===== config.mk =====
export PLATFORM = sky130hd
export DESIGN_NAME = gray_conv_arb
export DESIGN_NICKNAME = d
export VERILOG_FILES = /design/src/rtl/gray_conv_arb.sv
export SDC_FILE = /design/constraint.sdc
export NUM_CORES = 1
export LEC_CHECK = 0
export CAP_MARGIN = 10
export CORE_ASPECT_RATIO = 1.1
export CORE_UTILIZATION = 40
export CTS_CLUSTER_DIAMETER = 150
export DETAILED_ROUTE_END_ITERATION = 8
export PLACE_DENSITY = 0.84
export SYNTH_ARGS = -nofsm -noshare
export SYNTH_HDL_FRONTEND = slang
export SYNTH_SLANG_ARGS = --single-unit
export TNS_END_PERCENT = 30

===== constraint.sdc =====
create_clock -name clk -period 6.8 [get_ports clk]
set_input_delay 1.36 -clock clk [delete_from_list [all_inputs] [get_ports clk]]
set_output_delay 1.36 -clock clk [all_outputs]
set_load 0.005 [all_outputs]

===== src/rtl/gray_conv_arb.sv =====
// ---------------------------------------------------------------------------
// gray_conv_arb
//
// Round-robin arbiter in front of a single shared binary-to-Gray converter.
// N_REQ producers each offer a binary word on a valid/ready handshake. At
// most one is accepted per cycle. Its word is converted with
// gray = bin ^ (bin >> 1) and captured in one output register, which is
// drained through its own valid/ready handshake.
//
// Parameters
//   WIDTH  data width of request words and results
//   N_REQ  number of requesters (2..16)
//   ID_W   width of the requester index, 2**ID_W >= N_REQ
//
// Ports
//   clk        rising-edge clock
//   rst_n      synchronous, active-low reset
//   req_valid  [N_REQ]        requester i offers a word
//   req_data   [N_REQ*WIDTH]  word of requester i at [i*WIDTH +: WIDTH]
//   req_ready  [N_REQ]        one-hot grant (or zero), combinational
//   out_valid                 result register holds a result
//   out_ready                 consumer takes the result this cycle
//   out_gray   [WIDTH]        Gray-coded result
//   out_bin    [WIDTH]        original binary word
//   out_id     [ID_W]         index of the requester that produced it
//   grant_cnt  [16]           accept counter, wraps at 0xFFFF
//                             (present only with GRAY_CONV_ARB_STAT_EN)
//
// Build option
//   GRAY_CONV_ARB_STAT_EN  when defined, adds the grant_cnt port/counter.
// ---------------------------------------------------------------------------
module gray_conv_arb #(
    parameter int WIDTH = 32,
    parameter int N_REQ = 4,
    parameter int ID_W  = 2
) (
    input  logic                   clk,
    input  logic                   rst_n,
    input  logic [N_REQ-1:0]       req_valid,
    input  logic [N_REQ*WIDTH-1:0] req_data,
    output logic [N_REQ-1:0]       req_ready,
    output logic                   out_valid,
    input  logic                   out_ready,
    output logic [WIDTH-1:0]       out_gray,
    output logic [WIDTH-1:0]       out_bin,
    output logic [ID_W-1:0]        out_id
`ifdef GRAY_CONV_ARB_STAT_EN
    ,
    output logic [15:0]            grant_cnt
`endif
);

    typedef enum logic {
        S_EMPTY = 1'b0,
        S_FULL  = 1'b1
    } state_t;

    state_t          state;
    logic [ID_W-1:0] rr_ptr;

    logic             can_accept;
    logic [N_REQ-1:0] ptr_mask;
    logic [N_REQ-1:0] masked_valid;
    logic [N_REQ-1:0] upper_oh;
    logic [N_REQ-1:0] lowest_oh;
    logic [N_REQ-1:0] pick_oh;
    logic             grant_en;
    logic [ID_W-1:0]  grant_idx;
    logic [WIDTH-1:0] grant_data;
    logic [ID_W-1:0]  next_ptr;

    assign out_valid  = (state == S_FULL);
    assign can_accept = !out_valid || out_ready;

    // Requesters at or above rr_ptr take priority; if none of them is
    // valid the scan wraps and the lowest valid index wins.
    for (genvar i = 0; i < N_REQ; i++) begin : g_mask
        assign ptr_mask[i] = (ID_W'(i) >= rr_ptr);
    end

    assign masked_valid = req_valid & ptr_mask;
    // x & -x isolates the lowest set bit.
    assign upper_oh     = masked_valid & (-masked_valid);
    assign lowest_oh    = req_valid & (-req_valid);
    assign pick_oh      = (masked_valid != '0) ? upper_oh : lowest_oh;

    // Gated by rst_n so nothing is handed out while reset is held.
    assign grant_en  = rst_n && can_accept && (req_valid != '0);
    assign req_ready = grant_en ? pick_oh : '0;

    // One-hot to index encode and data select as an AND-OR mux.
    always_comb begin
        // NOTE: every variable gets a default before the loop so no path
        // leaves it unassigned; otherwise a latch would be inferred.
        grant_idx  = '0;
        grant_data = '0;
        for (int i = 0; i < N_REQ; i++) begin
            if (pick_oh[i]) begin
                grant_idx  = grant_idx | ID_W'(i);
                grant_data = grant_data | req_data[i*WIDTH +: WIDTH];
            end
        end
    end

    // The pointer wraps at N_REQ, not at 2**ID_W, so unused index codes are
    // never visited when N_REQ is not a power of two.
    assign next_ptr = (grant_idx == ID_W'(N_REQ - 1)) ? '0 : grant_idx + ID_W'(1);

    always_ff @(posedge clk) begin
        // NOTE: sequential state uses non-blocking assignments only, so
        // every register samples the pre-edge values of all others.
        if (!rst_n) begin
            // NOTE: the result datapath is reset as well as the control,
            // so a result held at reset is discarded and reads back as 0.
            state    <= S_EMPTY;
            out_gray <= '0;
            out_bin  <= '0;
            out_id   <= '0;
            rr_ptr   <= '0;
`ifdef GRAY_CONV_ARB_STAT_EN
            grant_cnt <= '0;
`endif
        end else begin
            case (state)
                S_EMPTY: begin
                    if (grant_en) begin
                        state    <= S_FULL;
                        out_bin  <= grant_data;
                        out_gray <= grant_data ^ (grant_data >> 1);
                        out_id   <= grant_idx;
                        rr_ptr   <= next_ptr;
                    end
                end
                S_FULL: begin
                    // A consume and a new grant on the same edge reload the
                    // register directly, giving one result per cycle.
                    if (grant_en) begin
                        out_bin  <= grant_data;
                        out_gray <= grant_data ^ (grant_data >> 1);
                        out_id   <= grant_idx;
                        rr_ptr   <= next_ptr;
                    end else if (out_ready) begin
                        state <= S_EMPTY;
                    end
                end
                default: state <= S_EMPTY;
            endcase
`ifdef GRAY_CONV_ARB_STAT_EN
            if (grant_en) begin
                grant_cnt <= grant_cnt + 16'd1;
            end
`endif
        end
    end

endmodule


==> flow_summary.toml <==
[outcome]
status = "completed"

[flow_run]
max_cap_violations = 0

[logic_synthesis]
synth_edf_count = 0
avgSynthCellArea_sq_um = 8.81
synth_top_cell_area_share_pct = 36.3
syn_inst = 426
async_flop_share_pct = 0
synthDistinctLibCells = 47
yosys-top-cells-area = "dfxtp_1, nand3_1, a221o_1"
synth.ff_latch_count = 68
synth_area_sq_um = 3750
ys_seq_area_share_pct = 36.3
synth.net_count = 561
synth_warnings = 0
yosysTopAreaCell = "dfxtp_1"
yosys_most_used_dff = "dfxtp_1"

[sta]
tns_ns = 0
fin_skew_ns = 0.00522
hold_viol_final = 0
fmax_mhz = 185
relSlewSlack_pct = 28.1
setup_viol_count_final = 0
fin_crit_ns = 5.39
rsz0062_at_grt = "false"
post-route-period-util_pct = 79.3
drv_slew = 0
worst_pin_slew_ns = 1.08

[power]
p_leak_nw = 2.20
p_comb_share_pct = 34.6
pwr-share-clk_pct = 29.8
seqPwrFrac_pct = 35.6
ir_drop_v = 0.000103
power.switching_mw = 0.422
total_power_mw = 1.39
cellPowerDensity_nw_per_um2 = 231
cell_internal_pwr_mw = 0.973
swShare_pct = 30.2

[global_route]
antenna_found_initial = 1
grt_usage_pct = 30.2
grt_pass1_wl_mm = 22.6
grt_overflow_total = 0
grt_pass1_vias = 4307
grt_max_degree = 60

[min_path]
hp-class = "reg2reg"

[place]
routabilityCongestion = 0.899
hpwl_mm = 11.0
dpl_cell_area_sq_um = 5780
portBuffers = 205
dpl.cell_count = 709

[detailed_routing]
ant_nets = 0
vias_per_cell = 6.00
wl_per_cell_microns = 20.7
totalWireLength_mm = 15.0
drt-initial-drc-count = 213
drc = 0
via_count = 4357
drt_first_pass_iters = 4

[cells_and_area]
fin_area_sq_um = 6030
drive_above_1_share_pct = 8.35
nets = 741
layout.cells.non_filler = 726
fill_cells = 719
syn2layout_area_growth_pct = 60.7
fin_util_pct = 67.2

[worst_setup_path]
r2r-start = "rr_ptr[1]$_SDFFE_PN0P_"
arrival_ns = 4.03
rr_worst_depth = 6
worst-path-buf-inv = 2
cpMaxStageDelayCell = "clkdlybuf4s50_1"
ff2ff_setup_slack_ns = 4.10
path_delay_family = "simple AND/OR/NAND/NOR gates"
max_stage_delay_ns = 0.79
crit_path_start_kind = "input port"
r2r_end = "out_gray[27]$_SDFFE_PN0P_"
cp-end-kind = "primary output"
cp.depth = 5
crit_type = "in2out"
cpMostUsedCell = "clkdlybuf4s50_1"
path_cells = "clkdlybuf4s50_1 > or4_1 > and3_2 > and3_1 > clkdlybuf4s50_1"
startpoint = "req_valid[2]"
crit_fanout = 32
crit_end = "req_ready[0]"
required_ns = 5.44

[clocking]
clock_sinks = 68
path_clk_slew_ns = 0.08
cts_post_setup_buffers_inserted = 0
post_cts_resized = 0
cts_buffer_depth = 2
worstSkewPairLatency_ns = 0.34
h-tree-depth = 3
cts_tree = "yes"
cts_buffers = 9
hold_buffers = 0
cts_root_buf = "clkbuf_8"

[floorplan]
start_util_pct = 41.8
design.die.area_sq_um = 9770
rows = 36
die_h_microns = 104
pin_count = 206
die_w_microns = 94.3
fp.coreArea_sq_um = 8960
-- how the worst min path moves through the flow --
stage / from / endpoint / cells after the start
2_1_floorplan: out_bin[19]$_SDFFE_PN0P_ / out_bin[19]$_SDFFE_PN0P_ / 2
3_3_place_gp: out_bin[10]$_SDFFE_PN0P_ / out_bin[10]$_SDFFE_PN0P_ / 2
3_5_place_dp: out_bin[10]$_SDFFE_PN0P_ / out_bin[10]$_SDFFE_PN0P_ / 2
4_1_cts: out_gray[13]$_SDFFE_PN0P_ / out_gray[13]$_SDFFE_PN0P_ / 2
5_1_grt: out_bin[23]$_SDFFE_PN0P_ / out_bin[23]$_SDFFE_PN0P_ / 2
6_report: out_bin[19]$_SDFFE_PN0P_ / out_bin[19]$_SDFFE_PN0P_ / 2
-- state kept, by name, indices dropped and copies added (netlist names) --
name,cells
out_gray,32
out_bin,31
out_id,2
rr_ptr,2
out_valid,1
-- Yosys cell counts (2+ instances only) --
cell       instances
and2_1             4
a221o_2            2
inv_1              3
nand3_1           52
xnor2_1           10
a22o_1             4
nand2_1           29
a21o_1             2
nor2b_1            4
buf_4              7
dfxtp_1           68
buf_6              4
a211oi_1          21
nor2_1            22
a21oi_1           22
or3_1              2
buf_2             12
o21ai_1           15
a221oi_4           2
buf_1              2
a32o_1            10
xor2_1             2
a221oi_2           6
o21ai_0           16
nor3b_1            2
a221o_1           20
a221oi_1          10
and3_1             8
a31oi_1            2
clkbuf_1          19
nand2b_1           3
o2bb2ai_1         17
a211oi_2           8
nor3_1             3
-- layout make-up --
| class | count | area (sq um) | area share [%] |
|---|---|---|---|
| Multi-Input combinational cell | 311 | 2160 | 35.8 |
| Timing Repair Buffer | 213 | 2110 | 35.0 |
| Sequential cell | 68 | 1360 | 22.6 |
| Tap cell | 114 | 143 | 2.37 |
| Clock buffer | 9 | 124 | 2.06 |
| Clock inverter | 7 | 123 | 2.03 |
| Inverter | 3 | 11.3 | 0.187 |
| Antenna cell | 1 | 2.50 | 0.0415 |
-- kinds of logic after synthesis --
kind of cell              after synthesis  share of synthesized area [%]
AOI/OAI and AO/OA                     164                           36.6
and+or+nand+nor                       133                           17.2
DFF                                    68                           36.3
buffers and inverters                  47                           6.60
xor gates and xnor gates               12                           2.80
muxes                                   2                          0.567
-- cells in the final DEF (no fill, tap or decap), types with 3 or more instances in the layout --
| master | n |
|---|---|
| a221oi_1 | 10 |
| and2_1 | 3 |
| inv_1 | 3 |
| dfxtp_1 | 68 |
| o21ai_1 | 15 |
| a22o_1 | 4 |
| a32o_1 | 10 |
| nand2_1 | 29 |
| nand3_1 | 52 |
| nor2_1 | 22 |
| a221oi_2 | 6 |
| bufinv_16 | 3 |
| and3_1 | 7 |
| a211oi_1 | 21 |
| a21oi_1 | 22 |
| xnor2_1 | 10 |
| o21ai_0 | 16 |
| nor3_1 | 3 |
| clkdlybuf4s50_1 | 204 |
| clkbuf_8 | 9 |
| a211oi_2 | 8 |
| nor2b_1 | 4 |
| nand2b_1 | 3 |
| a221o_1 | 20 |
| buf_4 | 8 |
| o2bb2ai_1 | 17 |
-- layer usage --
layer | part of all wire [%] | wire [microns] | vias to the layer above | global-route usage, %
met5 | 0 | 0 | - | 0
met2 | 50 | 7540 | 261 | 53.6
li1 | - | - | 2004 | -
met4 | 3.4 | 514 | 0 | 13.1
met1 | 36 | 5480 | 2058 | 33.0
met3 | 9.9 | 1490 | 34 | 7.86
-- per-stage QoR --
stage	setup slack, ns	hold WS, ns
4_1_cts	1.43	0.459
6_report	1.41	0.458
2_1_floorplan	2.64	0.439
5_1_grt	1.33	0.474
3_3_place_gp	1.49	0.437
3_5_place_dp	1.43	0.445
-- power by group through the flow --
stage / Combinational (mW) / Clock, mW / Sequential (mW)
after floorplan: 0.215 / 0 / 0.505
after global placement: 0.466 / 0 / 0.504
after detailed placement: 0.477 / 0 / 0.505
after CTS: 0.481 / 0.419 / 0.497
after global routing: 0.514 / 0.442 / 0.504
final: 0.482 / 0.416 / 0.497
-- worst min-delay path, delay by kind of cell (launching register included) --
kind	cells	cell delay (ns)
AND/OR/NAND/NOR	2	0.10
flip-flops	1	0.32
Power figures use the tool's default switching activity.
